### src/rtl/wb_master_arbiter_pkg.sv
// Shared definitions for the Wishbone master arbiter: FSM state encodings and
// the round-robin pointer width helper.
package wb_master_arbiter_pkg;

  localparam logic [1:0] ST_IDLE = 2'd0;
  localparam logic [1:0] ST_OWN  = 2'd1;
  localparam logic [1:0] ST_TOUT = 2'd2;

  localparam int TCNT_W = 16;

  // A single master still needs a 1-bit pointer so port widths never collapse to zero.
  function automatic int ptr_width(input int n);
    return (n > 1) ? $clog2(n) : 1;
  endfunction

endpackage

### src/rtl/wb_master_arbiter_rr_arbiter.sv
// Combinational round-robin picker: rotate requests so the pointer sits at bit 0,
// take the lowest set bit, rotate the one-hot result back.
module rr_arbiter #(
  parameter int N  = 2,
  parameter int PW = 1
) (
  input  logic [N-1:0]  i_req,
  input  logic [PW-1:0] i_ptr,
  output logic [N-1:0]  o_gnt
);

  logic [N-1:0] w_rot;
  logic [N-1:0] w_rot_gnt;

  assign w_rot     = N'({i_req, i_req} >> i_ptr);
  assign w_rot_gnt = w_rot & (~w_rot + N'(1));
  // Upper half of the doubled, left-shifted vector is the un-rotated grant.
  assign o_gnt     = N'(({w_rot_gnt, w_rot_gnt} << i_ptr) >> N);

endmodule

### src/rtl/wb_master_arbiter.sv
// Round-robin arbiter sharing one Wishbone slave bus between N_MASTERS masters,
// with a stall watchdog that forces err when the slave never answers.
module wb_master_arbiter
  import wb_master_arbiter_pkg::*;
#(
  parameter int N_MASTERS = 2,
  parameter int ADDR_W    = 16,
  parameter int DATA_W    = 8,
  parameter int TIMEOUT   = 255
) (
  input  logic                        i_clk,
  input  logic                        i_rst_n,
  input  logic [N_MASTERS-1:0]        i_m_cyc,
  input  logic [N_MASTERS-1:0]        i_m_stb,
  input  logic [N_MASTERS-1:0]        i_m_we,
  input  logic [N_MASTERS*ADDR_W-1:0] i_m_adr,
  input  logic [N_MASTERS*DATA_W-1:0] i_m_dat,
  output logic [DATA_W-1:0]           o_m_dat,
  output logic [N_MASTERS-1:0]        o_m_ack,
  output logic [N_MASTERS-1:0]        o_m_err,
  output logic                        o_s_cyc,
  output logic                        o_s_stb,
  output logic                        o_s_we,
  output logic [ADDR_W-1:0]           o_s_adr,
  output logic [DATA_W-1:0]           o_s_dat,
  input  logic [DATA_W-1:0]           i_s_dat,
  input  logic                        i_s_ack,
  input  logic                        i_s_err,
  output logic [N_MASTERS-1:0]        o_grant,
  output logic [TCNT_W-1:0]           o_timeout_cnt
);

  localparam int PW   = ptr_width(N_MASTERS);
  localparam int WD_W = $clog2(TIMEOUT + 1);

  logic [1:0]           r_state;
  logic [N_MASTERS-1:0] r_grant;
  logic [PW-1:0]        r_ptr;
  logic [PW-1:0]        r_idx;
  logic [WD_W-1:0]      r_wd;
  logic [TCNT_W-1:0]    r_timeout_cnt;

  logic [N_MASTERS-1:0] w_req;
  logic [N_MASTERS-1:0] w_rr_gnt;
  logic [PW-1:0]        w_rr_idx;
  logic [PW-1:0]        w_ptr_next;
  logic                 w_own;
  logic                 w_own_cyc;
  logic                 w_own_stb;
  logic                 w_own_we;
  logic [ADDR_W-1:0]    w_own_adr;
  logic [DATA_W-1:0]    w_own_dat;
  logic                 w_stall;
  logic                 w_wd_hit;

  assign w_req = i_m_cyc & i_m_stb;

  rr_arbiter #(
    .N  (N_MASTERS),
    .PW (PW)
  ) u_rr (
    .i_req (w_req),
    .i_ptr (r_ptr),
    .o_gnt (w_rr_gnt)
  );

  // r_grant is one-hot or zero, so OR-ing the selected lanes is a clean mux.
  always_comb begin
    w_own_adr = '0;
    w_own_dat = '0;
    w_rr_idx  = '0;
    for (int k = 0; k < N_MASTERS; k++) begin
      if (r_grant[k]) begin
        w_own_adr = w_own_adr | i_m_adr[k*ADDR_W +: ADDR_W];
        w_own_dat = w_own_dat | i_m_dat[k*DATA_W +: DATA_W];
      end
      if (w_rr_gnt[k]) begin
        w_rr_idx = PW'(k);
      end
    end
  end

  assign w_own      = (r_state == ST_OWN);
  assign w_own_cyc  = |(r_grant & i_m_cyc);
  assign w_own_stb  = |(r_grant & i_m_stb);
  assign w_own_we   = |(r_grant & i_m_we);
  assign w_ptr_next = (r_idx == PW'(N_MASTERS - 1)) ? '0 : r_idx + PW'(1);

  assign w_stall  = o_s_stb & ~i_s_ack & ~i_s_err;
  assign w_wd_hit = w_stall && (r_wd == WD_W'(TIMEOUT - 1));

  always_ff @(posedge i_clk) begin
    if (!i_rst_n) begin
      r_state       <= ST_IDLE;
      r_grant       <= '0;
      r_ptr         <= '0;
      r_idx         <= '0;
      r_wd          <= '0;
      r_timeout_cnt <= '0;
    end else begin
      case (r_state)
        ST_IDLE: begin
          r_wd <= '0;
          if (|w_req) begin
            r_state <= ST_OWN;
            r_grant <= w_rr_gnt;
            r_idx   <= w_rr_idx;
          end
        end
        ST_OWN: begin
          if (!w_own_cyc) begin
            r_state <= ST_IDLE;
            r_grant <= '0;
            r_ptr   <= w_ptr_next;
            r_wd    <= '0;
          end else if (w_wd_hit) begin
            r_state <= ST_TOUT;
            r_wd    <= '0;
            if (r_timeout_cnt != '1) begin
              r_timeout_cnt <= r_timeout_cnt + TCNT_W'(1);
            end
          end else if (w_stall) begin
            r_wd <= r_wd + WD_W'(1);
          end else begin
            r_wd <= '0;
          end
        end
        ST_TOUT: begin
          r_state <= ST_IDLE;
          r_grant <= '0;
          r_ptr   <= w_ptr_next;
        end
        default: begin
          r_state <= ST_IDLE;
          r_grant <= '0;
        end
      endcase
    end
  end

  // Late ack/err outside OWN is dropped; TOUT supplies the forced err itself.
  assign o_s_cyc       = w_own & w_own_cyc;
  assign o_s_stb       = w_own & w_own_cyc & w_own_stb;
  assign o_s_we        = w_own & w_own_we;
  assign o_s_adr       = w_own ? w_own_adr : '0;
  assign o_s_dat       = w_own ? w_own_dat : '0;
  assign o_m_dat       = i_s_dat;
  assign o_m_ack       = w_own ? (r_grant & {N_MASTERS{i_s_ack}}) : '0;
  assign o_m_err       = ((r_state == ST_TOUT) || (w_own && i_s_err)) ? r_grant : '0;
  assign o_grant       = r_grant;
  assign o_timeout_cnt = r_timeout_cnt;

endmodule

### config.mk
export PLATFORM = sky130hd
export DESIGN_NAME = wb_master_arbiter
export DESIGN_NICKNAME = d
export VERILOG_FILES = /design/src/rtl/wb_master_arbiter_pkg.sv /design/src/rtl/wb_master_arbiter_rr_arbiter.sv /design/src/rtl/wb_master_arbiter.sv
export SDC_FILE = /design/constraint.sdc
export NUM_CORES = 1
export LEC_CHECK = 0
export ABC_AREA = 1
export CAP_MARGIN = 25
export CORE_MARGIN = 2
export CORE_UTILIZATION = 45
export CTS_BUF_LIST = sky130_fd_sc_hd__clkbuf_8
export CTS_CLUSTER_SIZE = 24
export DETAILED_ROUTE_END_ITERATION = 10
export PLACE_DENSITY = 0.91
export SLEW_MARGIN = 20
export SYNTH_ARGS = -nofsm -noshare
export SYNTH_HDL_FRONTEND = slang
export SYNTH_SLANG_ARGS = --single-unit
### constraint.sdc
create_clock -name i_clk -period 3.9 [get_ports i_clk]
set_clock_uncertainty 0.15 [all_clocks]
set_input_delay 0.39 -clock i_clk [delete_from_list [all_inputs] [get_ports i_clk]]
set_output_delay 0.39 -clock i_clk [all_outputs]
set_load 0.1 [all_outputs]
==> Word-level counts from Yosys, hierarchy flattened <==
Cells that the tools add are included.
{ "classes": {"n_addsub": 4, "eq_ne": 7, "n_shift": 2, "bitwise": 16, "mux": 23, "n_reduce_logical": 15} }
{ "op_table": {"columns": ["cell", "n"], "rows": [
  ["$mux 16", 3],
  ["$mux 8", 6],
  ["$add 16x1->16 const B", 1],
  ["$ne 16x16->1 const B", 1],
  ["$or 16x16->16", 1],
  ["$pmux 8 s2", 1],
  ["$mux 2", 7],
  ["$and 2x2->2", 6],
  ["$add 8x1->8 const B", 1],
  ["$eq 8x8->1 const B", 1],
  ["$or 8x8->8", 1],
  ["$pmux 2 s2", 2],
  ["$reduce_and 2->1", 4],
  ["$reduce_or 2->1", 4],
  ["$and 1x1->1", 5],
  ["$ne 2x2->1 const B", 2],
  ["$reduce_and 4->1", 1],
  ["$reduce_bool 2->1", 2],
  ["$shl 4x1->4", 1],
  ["$shr 4x1->2", 1],
  ["$mux 1", 3],
  ["$ne 3x2->1 const B", 1],
  ["$add 2x1->2 const B", 1],
  ["$eq 2x1->1 const B", 1],
  ["other kinds (8)", 10]
]} }
{ "word_totals": {"elab_cells": 73, "in_bits": 66, "regBits": 30} }

==> Logic depth before layout (Yosys ltp) <==
Gate-level depths: netlist (run 1).
{ "logic_depth": {"ltp_word": 10, "mapped_depth": 10, "depth_no_buf": 9} }

==> By module <==
Synthesis (run 1) repeated with hierarchy kept, for this count alone.
{ "hier_totals": {"hier_cells": 366, "hier_area_um2": 2364.8} }
{ "by_module_without_submodules": {"columns": ["module", "cells_per_inst", "area_per_inst_um2", "seq_area_each_um2", "instances"], "rows": [
  ["wb_master_arbiter", 361, 2344.7, 600.6, 1],
  ["rr_arbiter", 5, 20.0, 0.0, 1]
]} }

==> Worst setup path after synthesis (run 1) <==
OpenSTA, ideal clock, no wires.
{ "synth_timing": {"path_kind": "reg2out", "start": "reg r_grant[0], in the netlist o_grant[0]", "end": "out o_m_ack[0]", "path_stages_with_launch": 4, "t_required_ns": 3.360, "path_buffers": 1, "arrival_time_ns": 3.382, "setup_slack_ns": -0.022, "path_cell_list": "dfxtp_1 buf_4 inv_1 nor3_1"} }
{ "synth_between": {"elab_chain_len": 2} }
{ "synth_rtl": {"columns": ["item", "line", "text"], "rows": [
  ["start, declared", "wb_master_arbiter.sv:37", "logic [N_MASTERS-1:0] r_grant;"],
  ["start signal, assigned", "wb_master_arbiter.sv:106", "r_grant <= w_rr_gnt;"],
  ["$and 2x2->2", "wb_master_arbiter.sv:148", "assign o_m_ack = w_own ? (r_grant & {N_MASTERS{i_s_ack}}) : '0;"],
  ["$mux 2", "wb_master_arbiter.sv:148", null],
  ["end, declared", "wb_master_arbiter.sv:19", "output logic [N_MASTERS-1:0] o_m_ack,"]
]} }
Every way passes these cells.

==> Final worst setup path (run 1) <==
{ "layout_timing": {"start": "reg r_timeout_cnt[2], in the netlist o_timeout_cnt[2]", "end": "out o_timeout_cnt[2]"} }
{ "layout_lines": {"columns": ["item", "line", "text"], "rows": [
  ["start, declared", "wb_master_arbiter.sv:41", "logic [TCNT_W-1:0] r_timeout_cnt;"],
  ["start signal, assigned", "wb_master_arbiter.sv:120", "r_timeout_cnt <= r_timeout_cnt + TCNT_W'(1);"],
  ["end, declared", "wb_master_arbiter.sv:30", "output logic [TCNT_W-1:0] o_timeout_cnt"]
]} }
No word-level cell between the ends.

==> qor.yml, run 1 <==
run_status:
  outcome: "finished clean"
global_routing:
  grt_pass1_wl_mm: 11.4
  track_usage_pct: 22.9
  antenna_found_initial: 0
  grt_max_degree: 31
  grt_pass1_vias: 2373
  grt.overflow.total: 0
timing:
  finalHoldViolCount: 0
  post-route-min-period_ns: 2.47
  finalMaxSlewViolations: 0
  tightest_slew_ns: 0.978
  setup_tns_ns: 0
  grt_setup_unrepaired: "no"
  max_slew_margin_pct: 34.6
  period_share_pct: 63.5
  setup_violations: 0
  fmax_ghz: 0.404
synthesis:
  synth_seq_area_share_pct: 24.9
  yosys_register_bits: 30
  ys_warn_count: 0
  syn-cell-area_um2: 2420
  synth_nets: 432
  ys_types: 32
  syn_inst: 363
  syn_avg_cell_area_um2: 6.66
die:
  fp.dieH_um: 77.3
  die_area_um2: 5970
  start_util_pct: 47.0
  die_x_um: 77.3
  num_rows: 26
  coreArea_um2: 5140
  pin_count: 123
placed_design:
  place.gp.congestion: 0.861
  dp_hpwl_mm: 5.22
  placedInstanceArea_um2: 3360
  port-buffer-count: 106
cells_and_area:
  regArea_um2: 601
  fin_util_pct: 67.5
  nNetsFinal: 526
  final_area_um2: 3470
  multi_input_area_um2: 1540
  final.fill_count: 441
  final_cell_mix: "nand2_1 (89), clkdlybuf4s50_1 (73), nor2_1 (49)"
  antennaDiodeCount: 0
  drive_gt1_share_pct: 18.3
  area_growth_syn_to_layout_pct: 43.6
  layout_commonest_cell: "nand2_1"
pwr:
  ir_drop_mv: 0.134
  leakage_nw: 1.44
  total_power_mw: 0.754
  power.density_nw_per_um2: 217
setup_path:
  slowest_stage: "clkdlybuf4s50_1"
  path_max_fanout: 7
  crit_path_max_incr_delay_ns: 1.19
  critPathCaptureType: "output port"
  crit_required_ns: 3.36
  cp-start-kind: "flop"
  critPathBufInv: 1
  cp_top_family: "buffers and inverters"
  crit_chain: "clkdlybuf4s50_1"
  cp_data_arrival_time_ns: 1.93
  crit_type: "reg -> out"
routing:
  drc: 0
  ant_nets: 0
  drt_iter0_drc: 177
  first_pass_iters: 4
  via_count: 2698
  wirelength_mm: 7.00
  avgViaCountPerCell: 5.11
  post_drt_wl_per_cell_um: 13.3
cts:
  path_clk_slew_ns: 0.06
  cts_tree: "built"
  cts_root_buffer: "clkbuf_8"
  insertion_delay_ns: 0.28
  cts_resized: 0
  htree_levels: 2
  cts_buffer_depth: 2
  cts_inserted_buffers: 5
  cts_setup_buffers: 0
  clock_sinks: 30
  holdBufCountCts: 0
job:
  max_cap_violations: 0
worst_hold_path:
  hp-class: "reg -> reg"
## cells in the mapped netlist (all sizes together)
master  number  area, um^2
nand2      102         440
nor2        57         313
inv         39         149
a21oi       30         176
dfxtp       30         601
nand3       26         178
a22oi       25         188
buf         15         110
nand4       13        87.6
clkbuf       6        22.5
o21ai        6        30.0
ha           3        37.5
xor2         3        26.3
nor3         2        10.0
o21bai       2        15.0
xnor2        2        17.5
nand3b       1        7.51
o211ai       1        7.51
## per-layer routing
| layer | track usage [%] | routed length (um) | up-vias |
|---|---|---|---|
| met2 | 39.8 | 3460 | 91 |
| met1 | 28.2 | 2990 | 1222 |
| met5 | 0 | 0 | - |
| met4 | 5.89 | 70 | 0 |
| li1 | - | - | 1374 |
| met3 | 5.76 | 487 | 11 |
## registers in the layout, indices dropped and copies added, names as in the netlist
signal / count
r_wd: 8
r_state: 2
r_ptr: 1
o_grant: 2
o_timeout_cnt: 16
r_idx: 1
## path summary, 6_finish.rpt
kind                                               startpoint  slack, ns                              to  depth (start not counted)
worst max-delay path            o_timeout_cnt[2]$_SDFFE_PN0P_       1.43                o_timeout_cnt[2]                          1
worst min-delay path                       r_idx$_SDFFE_PN0P_       0.28              r_ptr$_SDFFE_PN0P_                          1
worst max register to register        o_grant[1]$_SDFFE_PN0P_       1.81  o_timeout_cnt[10]$_SDFFE_PN0P_                          8
worst min register to register             r_idx$_SDFFE_PN0P_       0.28              r_ptr$_SDFFE_PN0P_                          1
## through the flow
step	hold WS, ns	setup WS [ns]	cells
3_5_place_dp	0.272	1.51	519
2_1_floorplan	0.255	0.0396	363
6_report	0.277	1.43	528
5_1_grt	0.301	1.33	528
4_1_cts	0.280	1.22	527
3_3_place_gp	0.267	1.56	519
## report_power, final
group          leakage, nW  internal [mW]  total, mW  switching, mW
sequential           0.242          0.310      0.317        0.00730
combinational         1.15         0.0761      0.179          0.103
clock               0.0524          0.139      0.258          0.118
total                 1.44          0.525      0.754          0.229
## cells by family after synthesis
group,share of synthesized area [%]
AO/OA/AOI/OAI,17.2
XOR/XNOR,1.81
adder cells (fa/ha/maj),1.55
buffers and inverters,11.7
flip-flops,24.9
AND/OR/NAND/NOR,42.9
## final cells by class
type                    instances  share of cell area [%]
clock buffers                   6                    2.38
repair buffers                108                    28.9
flip-flops and latches         30                    17.3
inverters                      39                    4.29
clock inverters                 2                   0.253
well taps                      70                    2.53
multi-input cells             273                    44.4
Note: power is estimated with default switching activity, not from simulation.
==> run 2: changes to the inputs <==
--- a/config.mk
+++ b/config.mk
@@ -8,11 +8,11 @@
 export ABC_AREA = 1
 export CAP_MARGIN = 25
 export CORE_MARGIN = 2
-export CORE_UTILIZATION = 45
+export CORE_UTILIZATION = 38
 export CTS_BUF_LIST = sky130_fd_sc_hd__clkbuf_8
 export CTS_CLUSTER_SIZE = 24
 export DETAILED_ROUTE_END_ITERATION = 10
-export PLACE_DENSITY = 0.91
+export PLACE_DENSITY = 0.82
 export SLEW_MARGIN = 20
 export SYNTH_ARGS = -nofsm -noshare
 export SYNTH_HDL_FRONTEND = slang
==> constraint.sdc (replaced) <==
create_clock -name i_clk -period 2 [get_ports i_clk]
set_clock_uncertainty 0.15 [all_clocks]
set_input_delay 0.2 -clock i_clk [delete_from_list [all_inputs] [get_ports i_clk]]
set_output_delay 0.2 -clock i_clk [all_outputs]
set_load 0.1 [all_outputs]
==> qor.yml, run 2 (synthesized netlist as in run 1, its figures left out) <==
cts:
  cts_buffer_depth: 2  # unchanged
  cts_inserted_buffers: 5  # unchanged
  cts_tree: "built"  # unchanged
  clock_sinks: 30  # unchanged
  holdBufCountCts: 0  # unchanged
  insertion_delay_ns: 0.28  # about the same
  cts_root_buffer: "clkbuf_8"  # unchanged
  htree_levels: 2  # unchanged
  path_clk_slew_ns: 0.06  # about the same
run_status:
  outcome: "finished clean"  # unchanged
timing:
  finalHoldViolCount: 0  # unchanged
  period_share_pct: 93.4
  setup_tns_ns: 0  # unchanged
  fmax_ghz: 0.535
  tightest_slew_ns: 0.546  # was 0.978 ns
  post-route-min-period_ns: 1.87
  grt_setup_unrepaired: "no"  # unchanged
  finalMaxSlewViolations: 0  # unchanged
  setup_violations: 0  # unchanged
  max_slew_margin_pct: 63.5  # was 34.6%
placed_design:
  placed_cells: 532  # was 519
  dp_hpwl_mm: 6.47  # was 5.22 mm
  place.gp.congestion: 0.882  # was 0.861
  port-buffer-count: 106  # unchanged
routing:
  post_drt_wl_per_cell_um: 15.0  # was 13.3 um
  avgViaCountPerCell: 5.20  # was 5.11
  drt_iter0_drc: 133  # was 177
  ant_nets: 0  # unchanged
  first_pass_iters: 4  # unchanged
  drc: 0  # unchanged
  wirelength_mm: 8.09  # was 7.00 mm
  via_count: 2809  # was 2,698
global_routing:
  track_usage_pct: 22.7  # was 22.9%
  grt.overflow.total: 0  # unchanged
  grt_pass1_wl_mm: 13.0  # was 11.4 mm
  antenna_found_initial: 0  # unchanged
  grt_max_degree: 29  # was 31
  grt_pass1_vias: 2660  # was 2,373
setup_path:
  cp-start-kind: "flop"  # unchanged
  critPathCaptureType: "output port"  # unchanged
  path_max_fanout: 16  # was 7
  crit_type: "reg -> out"  # unchanged
  cp_data_arrival_time_ns: 1.52  # was 1.93 ns
  crit_required_ns: 1.65  # was 3.36 ns
cells_and_area:
  largest_register_ffs: 16  # unchanged
  antennaDiodeCount: 0  # unchanged
  area_growth_syn_to_layout_pct: 70.5  # was 43.6%
  drive_gt1_share_pct: 33.0  # was 18.3%
  layout_commonest_cell: "nand2_1"  # unchanged
  final.fill_count: 512  # was 441
  final_cell_mix: "nand2_1 (89), clkdlybuf4s50_1 (57), buf_12 (34)"  # was nand2_1 (89), clkdlybuf4s50_1 (73), nor2_1 (49)
  multi_input_area_um2: 1730  # was 1540 um^2
  regArea_um2: 633  # was 601 um^2
  nNetsFinal: 532  # was 526
  final_cells: 540  # was 528
die:
  die_area_um2: 7010  # was 5970 um^2
  coreArea_um2: 6240  # was 5140 um^2
  die_x_um: 83.7  # was 77.3 um
  start_util_pct: 38.7  # was 47.0%
  num_rows: 29  # was 26
  pin_count: 123  # unchanged
  fp.dieH_um: 83.7  # was 77.3 um
pwr:
  leakage_nw: 1.61  # was 1.44 nW
  power.density_nw_per_um2: 369  # was 217 nW/um^2
  ir_drop_mv: 0.344  # was 0.134 mV
worst_hold_path:
  hp-class: "in -> out"  # was reg -> reg
job:
  max_cap_violations: 0  # unchanged
## run 2: final cells by class
class	count	area share [%]
clock buffer	5	1.67
sequential	30	15.4
timing repair buffer	114	34.6
inverter	39	3.77
multi-input combinational	273	42.1
clock inverter	2	0.243
tap	77	2.34
## run 2: path summary, 6_finish.rpt
kind / startpoint / endpoint / slack (ns) / depth (start not counted)
setup / recovery: o_grant[1]$_SDFFE_PN0P_ / o_m_ack[1] / 0.13 / 4
hold / removal: i_s_dat[2] / o_m_dat[2] / 0.25 / 0
setup reg to reg: r_state[0]$_SDFFE_PN0P_ / o_timeout_cnt[13]$_SDFFE_PN0P_ / 0.31 / 9
hold reg to reg: r_idx$_SDFFE_PN0P_ / r_ptr$_SDFFE_PN0P_ / 0.29 / 1
## run 2: worst max-delay path, stage by stage (launching register included)
cell and delay, ns:
dfxtp_4 0.46, buf_4 0.25, inv_1 0.12, nor3_4 0.20, buf_12 0.20
## run 2: stage by stage
| step | hold slack [ns] | utilization, % | worst slack [ns] | power (mW) | cell area, um^2 |
|---|---|---|---|---|---|
| after floorplan | 0.188 | - | -0.0217 | 0.942 | 2660 |
| after global placement | 0.251 | 64.6 | 0.173 | 1.07 | 4030 |
| after detailed placement | 0.251 | 64.6 | 0.0948 | 1.07 | 4030 |
| after CTS | 0.251 | 66.0 | 0.116 | 1.53 | 4120 |
| after global routing | 0.250 | 66.0 | 0.0451 | 1.57 | 4120 |
| final | 0.250 | 66.0 | 0.132 | 1.52 | 4120 |
## run 2: where the power goes
part / internal [mW] / switching [mW] / total [mW]
logic: 0.196 / 0.251 / 0.447
clock network: 0.233 / 0.225 / 0.458
registers: 0.601 / 0.0164 / 0.617
## run 2: what timing repair did
action                     in CTS  in global routing
buffers inserted                1                  0
setup endpoints to repair      12                  0
resized for setup               1                  0
## run 2: routing by layer
layer / global-route usage, % / wire (um) / vias to the layer above
met5: 0 / 0 / -
met4: 7.33 / 282 / 0
met3: 4.35 / 572 / 13
met2: 41.8 / 4090 / 116
met1: 26.2 / 3140 / 1297
li1: - / - / 1383
==> run 3: changes to the inputs <==
--- a/config.mk
+++ b/config.mk
@@ -17,3 +17,4 @@
 export SYNTH_ARGS = -nofsm -noshare
 export SYNTH_HDL_FRONTEND = slang
 export SYNTH_SLANG_ARGS = --single-unit
+export TNS_END_PERCENT = 1
==> qor.yml, run 3 (synthesized netlist as in run 1, its figures left out) <==
cts:
  clock_sinks: 30  # unchanged
  cts_inserted_buffers: 5  # unchanged
  cts_buffer_depth: 2  # unchanged
  holdBufCountCts: 0  # unchanged
  insertion_delay_ns: 0.29  # was 0.28 ns
  cts_resized: 0  # was 1
  htree_levels: 2  # unchanged
  cts_tree: "built"  # unchanged
  path_clk_slew_ns: 0.06  # about the same
  cts_root_buffer: "clkbuf_8"  # unchanged
timing:
  finalHoldViolCount: 0  # unchanged
  post-route-min-period_ns: 1.87  # about the same
  finalMaxSlewViolations: 0  # unchanged
  tightest_slew_ns: 0.547  # was 0.546 ns
  fmax_ghz: 0.535  # about the same
  max_slew_margin_pct: 63.5  # about the same
  grt_setup_unrepaired: "no"  # unchanged
  whs_ns: 0.250  # about the same
  setup_violations: 0  # unchanged
  period_share_pct: 93.5  # was 93.4%
routing:
  drc: 0  # unchanged
  post_drt_wl_per_cell_um: 14.7  # was 15.0 um
  via_count: 2851  # was 2,809
  ant_nets: 0  # unchanged
  avgViaCountPerCell: 5.20  # about the same
  wirelength_mm: 8.07  # was 8.09 mm
  first_pass_iters: 4  # unchanged
  drt_iter0_drc: 127  # was 133
die:
  die_area_um2: 7010  # unchanged
  coreArea_um2: 6240  # unchanged
  pin_count: 123  # unchanged
  start_util_pct: 38.7  # unchanged
  fp.dieH_um: 83.7  # unchanged
  die_x_um: 83.7  # unchanged
  num_rows: 29  # unchanged
global_routing:
  grt.overflow.total: 0  # unchanged
  grt_max_degree: 29  # unchanged
  track_usage_pct: 23.0  # was 22.7%
  antenna_found_initial: 0  # unchanged
  grt_pass1_vias: 2654  # was 2,660
  grt_pass1_wl_mm: 13.0  # about the same
job:
  max_cap_violations: 0  # unchanged
setup_path:
  crit_required_ns: 1.65  # about the same
  cp_data_arrival_time_ns: 1.52  # about the same
  path_max_fanout: 27  # was 16
  crit_type: "reg -> out"  # unchanged
  r2r_cells: 7  # was 9
  cp-start-kind: "flop"  # unchanged
  r2r-end: "o_timeout_cnt[10]$_SDFFE_PN0P_"  # was o_timeout_cnt[13]$_SDFFE_PN0P_
  timing.rr.start: "o_timeout_cnt[0]$_SDFFE_PN0P_"  # was r_state[0]$_SDFFE_PN0P_
  critPathCaptureType: "output port"  # unchanged
  r2r_slack_ns: 0.24  # was 0.31 ns
cells_and_area:
  nNetsFinal: 539  # was 532
  final_area_um2: 4170  # was 4120 um^2
  area_growth_syn_to_layout_pct: 72.7  # was 70.5%
  layout_commonest_cell: "nand2_1"  # unchanged
  largest_register_ffs: 16  # unchanged
  antennaDiodeCount: 0  # unchanged
  final_cell_mix: "nand2_1 (89), clkdlybuf4s50_1 (57), buf_12 (35)"  # was nand2_1 (89), clkdlybuf4s50_1 (57), buf_12 (34)
  drive_gt1_share_pct: 31.2  # was 33.0%
  fin_util_pct: 66.8  # was 66.0%
worst_hold_path:
  hold_depth: 0  # unchanged
  min_to: "o_m_dat[0]"  # was o_m_dat[2]
  holdCritStartpoint: "i_s_dat[0]"  # was i_s_dat[2]
  hp-class: "in -> out"  # unchanged
pwr:
  power.density_nw_per_um2: 381  # was 369 nW/um^2
  ir_drop_mv: 0.352  # was 0.344 mV
  leakage_nw: 1.64  # was 1.61 nW
placed_design:
  dp_hpwl_mm: 6.38  # was 6.47 mm
  port-buffer-count: 106  # unchanged
  place.gp.congestion: 0.854  # was 0.882
  placedInstanceArea_um2: 4060  # was 4030 um^2
run_status:
  outcome: "finished clean"  # unchanged
run 3: changes by cell type in the layout (fill, tap and decap cells not counted), moves of 4 or more:
cell / change
buf_4: +6
dfxtp_1: +14
dfxtp_2: -10
dfxtp_4: -4
run 3: through the flow:
step | power [mW] | instances | setup TNS (ns) | worst slack, ns
finish | 1.59 | 548 | 0 | 0.131
global placement | 1.07 | 538 | 0 | 0.176
global route | 1.67 | 548 | 0 | 0.0435
detailed placement | 1.08 | 538 | 0 | 0.126
floorplan | 0.943 | 363 | -8.47 | -0.253
CTS | 1.61 | 546 | 0 | 0.0387
run 3: layer usage:
layer  GRT usage, %  vias to the layer above  routed length [um]
met5              0                        -                   0
met4           6.60                        0                 124
met3           4.65                       11                 487
met2           41.5                      115                4210
met1           27.4                     1321                3250
li1               -                     1404                   -
run 3: how the worst max path moves through the flow:
stage | start | endpoint | cells after the start
final | r_state[0]$_SDFFE_PN0P_ | o_s_adr[0] | 6
after global routing | r_state[0]$_SDFFE_PN0P_ | o_s_adr[0] | 6
after CTS | r_state[0]$_SDFFE_PN0P_ | o_m_ack[1] | 6
after detailed placement | i_m_stb[1] | o_timeout_cnt[11]$_SDFFE_PN0P_ | 9
after global placement | i_m_stb[1] | o_timeout_cnt[14]$_SDFFE_PN0P_ | 9
after floorplan | o_grant[0]$_SDFFE_PN0P_ | o_s_we | 4
run 3: layout make-up:
cell class	instances	area [um^2]
fill	504	2070
multi-input combinational	273	1730
timing repair buffer	121	1490
sequential	30	606
inverter	39	153
tap	77	96.3
clock buffer	6	82.6
clock inverter	2	12.5
run 3: critical path, stage by stage, from the launching register on:
cell and delay (ns):
dfxtp_1 0.37, inv_2 0.06, nor2_4 0.15, inv_2 0.07
buf_12 0.21, nor2_2 0.18, buf_12 0.19
run 3: power breakdown:
part | total [mW] | leakage (nW) | internal, mW | switching, mW
sequential | 0.611 | 0.244 | 0.605 | 0.00692
combinational | 0.458 | 1.35 | 0.199 | 0.260
clock | 0.521 | 0.0472 | 0.276 | 0.245
total | 1.59 | 1.64 | 1.08 | 0.511
run 3: what timing repair did:
action / in CTS / in global routing
endpoints found under the setup margin: 0 / 15
endpoints found under the hold margin: 0 / 0
buffers inserted: 0 / 2
